--- config.mk ---
export PLATFORM = sky130hd
export DESIGN_NAME = slow_adc_responder_flat
export DESIGN_NICKNAME = d
export VERILOG_FILES = /design/src/rtl/slow_adc_responder_if.sv /design/src/rtl/slow_adc_responder.sv /design/src/flat_wrapper.sv
export SDC_FILE = /design/constraint.sdc
export NUM_CORES = 1
export LEC_CHECK = 0
export ABC_AREA = 1
export CAP_MARGIN = 30
export CORE_ASPECT_RATIO = 0.75
export CORE_UTILIZATION = 48
export DETAILED_ROUTE_END_ITERATION = 10
export GPL_ROUTABILITY_DRIVEN = 0
export PLACE_DENSITY = 0.86
export SLEW_MARGIN = 20
export SYNTH_ARGS = -nofsm -noshare
export SYNTH_HDL_FRONTEND = slang
export SYNTH_SLANG_ARGS = --single-unit
--- constraint.sdc ---
create_clock -name clk -period 1.7 [get_ports clk]
set_input_delay 0.34 -clock clk [delete_from_list [all_inputs] [get_ports clk]]
set_output_delay 0.34 -clock clk [all_outputs]
set_load 0.02 [all_outputs]
--- src/rtl/slow_adc_responder_if.sv ---
// rtl/slow_adc_responder_if.sv - host-facing serial pins of the slow ADC responder
interface slow_adc_responder_if;
   logic CNV_in;
   logic CS_in;
   logic SCKI_in;
   logic SDI_in;
   logic BUSY_out;
   logic SDO_out;
   logic SCKO_out;

   modport master (
      output CNV_in, CS_in, SCKI_in, SDI_in,
      input  BUSY_out, SDO_out, SCKO_out
   );

   modport slave (
      input  CNV_in, CS_in, SCKI_in, SDI_in,
      output BUSY_out, SDO_out, SCKO_out
   );
endinterface

--- src/rtl/slow_adc_responder.sv ---
// rtl/slow_adc_responder.sv - emulated multi-channel SPI ADC with conversion busy timing
module slow_adc_responder #(
   parameter int N_BUSY = 45,
   parameter int N_WORD = 24
) (
   input  logic                     clk,
   input  logic                     rst,
   slow_adc_responder_if.slave      bus,
   input  logic signed [15:0]       ch_data [0:7],
   output logic [23:0]              cfg_out,
   output logic                     cfg_valid,
   output logic [2:0]               ch_ptr_out
);

   localparam int BW = (N_BUSY > 1) ? $clog2(N_BUSY) : 1;
   localparam int CW = $clog2(N_WORD + 1);

   typedef enum logic [1:0] {
      S_IDLE,
      S_CONV,
      S_READY,
      S_SHIFT
   } state_t;

   state_t r_state;
   state_t w_state_nxt;

   // synchronizer stages plus one history flop per line for edge detection
   logic r_cnv_s1, r_cnv_s2, r_cnv_d;
   logic r_cs_s1,  r_cs_s2,  r_cs_d;
   logic r_sck_s1, r_sck_s2, r_sck_d;
   logic r_sdi_s1, r_sdi_s2;

   logic [BW-1:0] r_busy_cnt;
   logic [23:0]   r_shift;
   logic [23:0]   r_cap;
   logic [CW-1:0] r_bit_cnt;
   logic [23:0]   r_cfg;
   logic          r_cfg_valid;
   logic [2:0]    r_ch_ptr;
   logic          r_scko;

   logic w_cnv_rise;
   logic w_cs_rise;
   logic w_sck_rise;
   logic w_sck_fall;
   logic w_word_done;
   logic w_start_conv;
   logic w_load_word;
   logic w_start_shift;
   logic w_commit;

   // bring the asynchronous host pins into the clk domain; idle levels on reset
   always_ff @(posedge clk) begin
      if (!rst) begin
         r_cnv_s1 <= 1'b0; r_cnv_s2 <= 1'b0; r_cnv_d <= 1'b0;
         r_cs_s1  <= 1'b1; r_cs_s2  <= 1'b1; r_cs_d  <= 1'b1;
         r_sck_s1 <= 1'b0; r_sck_s2 <= 1'b0; r_sck_d <= 1'b0;
         r_sdi_s1 <= 1'b0; r_sdi_s2 <= 1'b0;
      end else begin
         r_cnv_s1 <= bus.CNV_in;  r_cnv_s2 <= r_cnv_s1; r_cnv_d <= r_cnv_s2;
         r_cs_s1  <= bus.CS_in;   r_cs_s2  <= r_cs_s1;  r_cs_d  <= r_cs_s2;
         r_sck_s1 <= bus.SCKI_in; r_sck_s2 <= r_sck_s1; r_sck_d <= r_sck_s2;
         r_sdi_s1 <= bus.SDI_in;  r_sdi_s2 <= r_sdi_s1;
      end
   end

   // serial clock edges only count while the host holds chip select low
   assign w_cnv_rise  = r_cnv_s2 & ~r_cnv_d;
   assign w_cs_rise   = r_cs_s2 & ~r_cs_d;
   assign w_sck_rise  = r_sck_s2 & ~r_sck_d & ~r_cs_s2;
   assign w_sck_fall  = ~r_sck_s2 & r_sck_d & ~r_cs_s2;
   assign w_word_done = (r_bit_cnt == CW'(N_WORD));

   // state register
   always_ff @(posedge clk) begin
      if (!rst) begin
         r_state <= S_IDLE;
      end else begin
         r_state <= w_state_nxt;
      end
   end

   // next-state and datapath strobes; a conversion start outranks any chip-select event
   always_comb begin
      w_state_nxt   = r_state;
      w_start_conv  = 1'b0;
      w_load_word   = 1'b0;
      w_start_shift = 1'b0;
      w_commit      = 1'b0;
      case (r_state)
         S_IDLE: begin
            if (w_cnv_rise) begin
               w_state_nxt  = S_CONV;
               w_start_conv = 1'b1;
            end
         end
         S_CONV: begin
            if (r_busy_cnt == '0) begin
               w_state_nxt = S_READY;
               w_load_word = 1'b1;
            end
         end
         S_READY: begin
            if (w_cnv_rise) begin
               w_state_nxt  = S_CONV;
               w_start_conv = 1'b1;
            end else if (!r_cs_s2) begin
               w_state_nxt   = S_SHIFT;
               w_start_shift = 1'b1;
            end
         end
         S_SHIFT: begin
            if (w_cnv_rise) begin
               w_state_nxt  = S_CONV;
               w_start_conv = 1'b1;
            end else if (w_cs_rise) begin
               w_state_nxt = S_IDLE;
               w_commit    = w_word_done;
            end
         end
         default: w_state_nxt = S_IDLE;
      endcase
   end

   // busy timer, result shifter, config capture and channel pointer
   always_ff @(posedge clk) begin
      if (!rst) begin
         r_busy_cnt  <= '0;
         r_shift     <= '0;
         r_cap       <= '0;
         r_bit_cnt   <= '0;
         r_cfg       <= '0;
         r_cfg_valid <= 1'b0;
         r_ch_ptr    <= '0;
         r_scko      <= 1'b0;
      end else begin
         r_cfg_valid <= w_commit;
         r_scko      <= r_sck_s2 & ~r_cs_s2;

         if (w_start_conv) begin
            r_busy_cnt <= BW'(N_BUSY - 1);
         end else if (r_state == S_CONV && r_busy_cnt != '0) begin
            r_busy_cnt <= r_busy_cnt - 1'b1;
         end

         // once the full word has been clocked the line drains to zero
         if (w_load_word) begin
            r_shift <= {ch_data[r_ch_ptr], r_ch_ptr, 5'b0};
         end else if (r_state == S_SHIFT && w_sck_fall) begin
            r_shift <= w_word_done ? '0 : {r_shift[22:0], 1'b0};
         end

         if (w_start_shift) begin
            r_cap     <= '0;
            r_bit_cnt <= '0;
         end else if (r_state == S_SHIFT && w_sck_rise && !w_word_done) begin
            r_cap     <= {r_cap[22:0], r_sdi_s2};
            r_bit_cnt <= r_bit_cnt + 1'b1;
         end

         if (w_commit) begin
            r_cfg    <= r_cap;
            r_ch_ptr <= r_ch_ptr + 1'b1;
         end
      end
   end

   assign bus.BUSY_out = (r_state == S_CONV);
   assign bus.SDO_out  = (r_state == S_SHIFT) ? r_shift[23] : 1'b0;
   assign bus.SCKO_out = r_scko;
   assign cfg_out      = r_cfg;
   assign cfg_valid    = r_cfg_valid;
   assign ch_ptr_out   = r_ch_ptr;

endmodule

--- src/flat_wrapper.sv ---
// flat-port wrapper written by rule: the top's interface ports become plain ports
module slow_adc_responder_flat 
#(
   parameter int N_BUSY = 45,
   parameter int N_WORD = 24
)
  (clk, rst, ch_data, cfg_out, cfg_valid, ch_ptr_out, bus_CNV_in, bus_CS_in, bus_SCKI_in, bus_SDI_in, bus_BUSY_out, bus_SDO_out, bus_SCKO_out);
  slow_adc_responder_if bus_i ();
  input  logic clk;
  input  logic rst;
  input  logic signed [15:0] ch_data[0:7];
  output logic [23:0] cfg_out;
  output logic cfg_valid;
  output logic [2:0] ch_ptr_out;
  input wire logic [$bits(bus_i.CNV_in)-1:0] bus_CNV_in;
  input wire logic [$bits(bus_i.CS_in)-1:0] bus_CS_in;
  input wire logic [$bits(bus_i.SCKI_in)-1:0] bus_SCKI_in;
  input wire logic [$bits(bus_i.SDI_in)-1:0] bus_SDI_in;
  output wire logic [$bits(bus_i.BUSY_out)-1:0] bus_BUSY_out;
  output wire logic [$bits(bus_i.SDO_out)-1:0] bus_SDO_out;
  output wire logic [$bits(bus_i.SCKO_out)-1:0] bus_SCKO_out;
  assign bus_i.CNV_in = bus_CNV_in;
  assign bus_i.CS_in = bus_CS_in;
  assign bus_i.SCKI_in = bus_SCKI_in;
  assign bus_i.SDI_in = bus_SDI_in;
  assign bus_BUSY_out = bus_i.BUSY_out;
  assign bus_SDO_out = bus_i.SDO_out;
  assign bus_SCKO_out = bus_i.SCKO_out;
  slow_adc_responder #(.N_BUSY(N_BUSY), .N_WORD(N_WORD)) u_core (.clk(clk), .rst(rst), .bus(bus_i), .ch_data(ch_data), .cfg_out(cfg_out), .cfg_valid(cfg_valid), .ch_ptr_out(ch_ptr_out));
endmodule
==> reports/qor.txt <==
WORST SETUP PATH
--------------------------------------------------------------------------------------
Library cell contributing the largest single delay on the critical path   sky130_fd_sc_hd__clkdlybuf4s50_1
Element type at the critical path end                                      output port
Arrival time worst endpoint                                                    1310 ps
Required time at the worst-slack endpoint                                      1360 ps
Setup Crit Path Kind                                                      register to output port
Count of buffering cells on the critical path with inverters included                1
Cells traversed along the worst timing path                               clkdlybuf4s50_1
Family of cells with the greatest summed delay on the critical path       buffers and inverters
Reg-to-reg setup timing slack                                                   150 ps
Max FO, Critical Path                                                                2
Largest stage delay on the critical path                                        630 ps
Crit start category                                                           register

LOGIC SYNTHESIS
--------------------------------------------------------------------------------------
Share of Yosys cell area claimed by the top area cell type                       34.8%
Post-synth EDFFs                                                                     0
Sequential fraction of the synthesis area                                        34.8%
Net count after synthesis                                                        1,048
Async set-or-reset flop fraction in the synthesized netlist                         0%
Most used flip-flop cell after synthesis                                  sky130_fd_sc_hd__dfxtp_1
Most frequent cell after synthesis                                        sky130_fd_sc_hd__nand2_1
Synthesized-area fraction occupied by xor and xnor cells                        0.951%
Main combinational cell family by area after synthesis                    simple AND/OR/NAND/NOR gates
Top cells by area in the synthesized netlist                              sky130_fd_sc_hd__dfxtp_1, sky130_fd_sc_hd__nand2_1, sky130_fd_sc_hd__nand3_1
Warnings, synthesis                                                                  0
Compound-cell area share of the yosys netlist                                    9.64%
Post-synthesis adder-cell area fraction                                         0.905%
Number of distinct library cells after synthesis                                    28
Cells after synthesis                                                              910
Summed instance area of the synthesized netlist                               5530 µm²
FF+latch count, synth                                                               96
Synth Area in Simple Gates                                                       38.3%
Most frequent cells after synthesis                                       sky130_fd_sc_hd__nand2_1, sky130_fd_sc_hd__inv_1, sky130_fd_sc_hd__nand3_1, sky130_fd_sc_hd__dfxtp_1, sky130_fd_sc_hd__nor2_1
Multiplexer share of the synthesized area                                           0%
Per-instance average area after synthesis                                     6.07 µm²
Post-synthesis cell type with the largest combined area                   sky130_fd_sc_hd__dfxtp_1

GRT
--------------------------------------------------------------------------------------
Grt peak-use layer                                                                met2
Antenna violations before repair                                                     0
Met2 Resource Use GR                                                             44.1%
Sum of overflow across all layers after global routing                               0
Vias in the first global route                                                   5,462
Gr usage total                                                                   26.1%
Pin count of the biggest net entering global routing                                64
Global Route met3 Usage                                                          5.27%
Global-route wire length before repair                                         25.3 mm
M1 GR Usage                                                                      32.6%

DIE
--------------------------------------------------------------------------------------
Die Y                                                                          94.9 µm
Core outline area                                                           11,100 µm²
I/O pin count                                                                      165
Die ar.                                                                     12,000 µm²
Die Width                                                                       126 µm
Site row count                                                                      33
Initial standard-cell utilization of the core                                    50.0%

STA
--------------------------------------------------------------------------------------
Setup tns final                                                                   0 ps
Final worst clock skew                                                         6.41 ps
Worst relative slew slack                                                        67.4%
Number of hold violations in the final report                                        0
Finish-stage setup viols                                                             0
Worst path setup slack after routing                                           54.6 ps
Unrepaired setup endpoints after global routing                                  false
Fin. max-slew vios                                                                   0
Slew at the pin closest to its max-slew limit                                   488 ps
Min cycle time layout                                                          1650 ps
Fin crit share                                                                   96.8%
Upper clock frequency limit                                                  0.608 GHz

PLACEMENT
--------------------------------------------------------------------------------------
Instance area after placement                                                 7310 µm²
Input/output buffers                                                               164
Pre-CTS setup slack                                                            97.7 ps
Detailed placer's ending HPWL                                                  10.8 mm

FLOW RUN
--------------------------------------------------------------------------------------
Max-cap viol count                                                                   0

CTS
--------------------------------------------------------------------------------------
Number of sinks driven by the clock tree                                            96
Number of buffers created by CTS                                                     9
Clk Tree Root Cell                                                        sky130_fd_sc_hd__clkbuf_16
Skew-Pair Late Insertion Delay                                                  340 ps
Total number of H-tree levels                                                        3
Reg clk slew, reported paths                                                     70 ps
Number of buffers on the longest clock path                                          2
TritonCTS clock tree                                                             built

POWER AND IR DROP
--------------------------------------------------------------------------------------
PwrDens                                                                     831 nW/µm²
Worst-case vdd ir drop                                                          752 µV
Overall Power                                                                  6.31 mW
Static leakage                                                                 3.55 nW

DETAILED ROUTING
--------------------------------------------------------------------------------------
Routed wirelength normalized by instance count                                 12.7 µm
Total via count in the routed design                                             5,971
1st-pass router iterations                                                           5
Drc violations                                                                       0
Overall routed net length                                                      15.3 mm
Initial DRC count                                                                  374
Remaining antenna violation count after routing                                      0
DR vias/cell                                                                      4.98

CELLS AND AREA
--------------------------------------------------------------------------------------
Share of layout cells above drive strength 1                                     7.08%
Post-route cell area                                                          7590 µm²
Syn-to-layout area delta                                                         37.4%
Count of inserted antenna diode cells                                                0
Count of nets after finishing                                                    1,193

OUTCOME
--------------------------------------------------------------------------------------
Outcome                                                                   complete, no violations

HOLD PATH
--------------------------------------------------------------------------------------
Classification of the worst-slack hold path                               input pin to register

power breakdown:
| group | total [mW] | internal [mW] | switching [mW] |
|---|---|---|---|
| combinational | 1.84 | 0.851 | 0.994 |
| sequential | 2.55 | 2.45 | 0.103 |
| clock | 1.92 | 1.02 | 0.901 |
| total | 6.31 | 4.31 | 2.00 |
metrics by stage:
step,util [%],hold slack (ps),cells
floorplan,-,390,910
global placement,66.1,399,1184
detailed placement,66.1,399,1184
CTS,68.6,360,1200
global route,68.6,388,1200
finish,68.6,365,1200
cell type report:
type,count,area [µm²]
fill,953,3470
multi-input combinational,611,2760
sequential,96,1920
timing repair buffer,186,1880
inverter,151,572
clock buffer,10,229
tap,140,175
clock inverter,6,52.6
registers in the layout, indices dropped and copies added, names as in the netlist, 2 cells and up:
| name | flops |
|---|---|
| u_core.cfg_out | 24 |
| u_core.r_cap | 24 |
| u_core.r_shift | 19 |
| u_core.r_busy_cnt | 6 |
| u_core.r_bit_cnt | 5 |
| u_core.ch_ptr_out | 3 |
| u_core.r_state | 2 |
per-layer routing:
metal / share of wire [%] / up-vias
met5: 0 / -
met1: 45 / 2644
met3: 5.9 / 44
met2: 46 / 202
met4: 3.2 / 0
li1: - / 3081
worst reg2reg max path: cells and delay by family, from the launching register on:
kind | cells | cell delay [ps]
buffers and inverters | 3 | 390
DFF | 1 | 330
and+or+nand+nor | 2 | 320
adders and majority gates | 1 | 290
AOI/OAI and AO/OA | 1 | 160
logic make-up (layout without fill, tap and decap cells):
kind of cell,count (synthesis),in the layout
buffers and inverters,203,353
XOR/XNOR,6,6
flip-flops,96,96
adder cells (fa/ha/maj),4,4
AND/OR/NAND/NOR,502,502
AO/OA/AOI/OAI,99,99
repair_timing:
action | CTS | global route
buffers inserted | 0 | 0
gates resized for setup | 6 | 7
hold endpoints to repair | 0 | 0
endpoints found under the setup margin | 5 | 8
hold buffers | 0 | 0
cell usage in the layout, fill, tap and decap left out:
cell and count:
sky130_fd_sc_hd__a21oi_1 42, sky130_fd_sc_hd__a21oi_2 10, sky130_fd_sc_hd__buf_12 7, sky130_fd_sc_hd__buf_2 1, sky130_fd_sc_hd__buf_4 13, sky130_fd_sc_hd__buf_6 2, sky130_fd_sc_hd__clkbuf_1 1, sky130_fd_sc_hd__clkbuf_16 9
sky130_fd_sc_hd__clkbuf_2 2, sky130_fd_sc_hd__clkdlybuf4s50_1 158, sky130_fd_sc_hd__clkinv_1 1, sky130_fd_sc_hd__clkinv_4 1, sky130_fd_sc_hd__clkinvlp_4 2, sky130_fd_sc_hd__dfxtp_1 94, sky130_fd_sc_hd__dfxtp_2 2, sky130_fd_sc_hd__dlygate4sd2_1 3
sky130_fd_sc_hd__ha_1 4, sky130_fd_sc_hd__inv_1 139, sky130_fd_sc_hd__inv_2 9, sky130_fd_sc_hd__inv_4 2, sky130_fd_sc_hd__inv_6 2, sky130_fd_sc_hd__inv_8 1, sky130_fd_sc_hd__nand2_1 269, sky130_fd_sc_hd__nand2_2 5
sky130_fd_sc_hd__nand3_1 130, sky130_fd_sc_hd__nand4_1 4, sky130_fd_sc_hd__nand4_4 1, sky130_fd_sc_hd__nor2_1 87, sky130_fd_sc_hd__nor2_2 1, sky130_fd_sc_hd__nor2_8 1, sky130_fd_sc_hd__nor3_1 1, sky130_fd_sc_hd__nor3_2 1
sky130_fd_sc_hd__o21ai_0 25, sky130_fd_sc_hd__o21ai_1 21, sky130_fd_sc_hd__o21ai_2 1, sky130_fd_sc_hd__or2_2 2, sky130_fd_sc_hd__xnor2_1 4, sky130_fd_sc_hd__xor2_1 2
worst paths after layout:
kind | startpoint | to | cells past startpoint
worst max-delay path | u_core.cfg_out[23] | cfg_out[23] | 1
worst min-delay path | rst | u_core.r_sdi_s1 | 3
worst max register to register | u_core.r_busy_cnt[0] | u_core.r_shift[23] | 7
worst min register to register | u_core.r_cs_s1 | u_core.r_cs_s2 | 1
(Power assumes the default switching activity.)
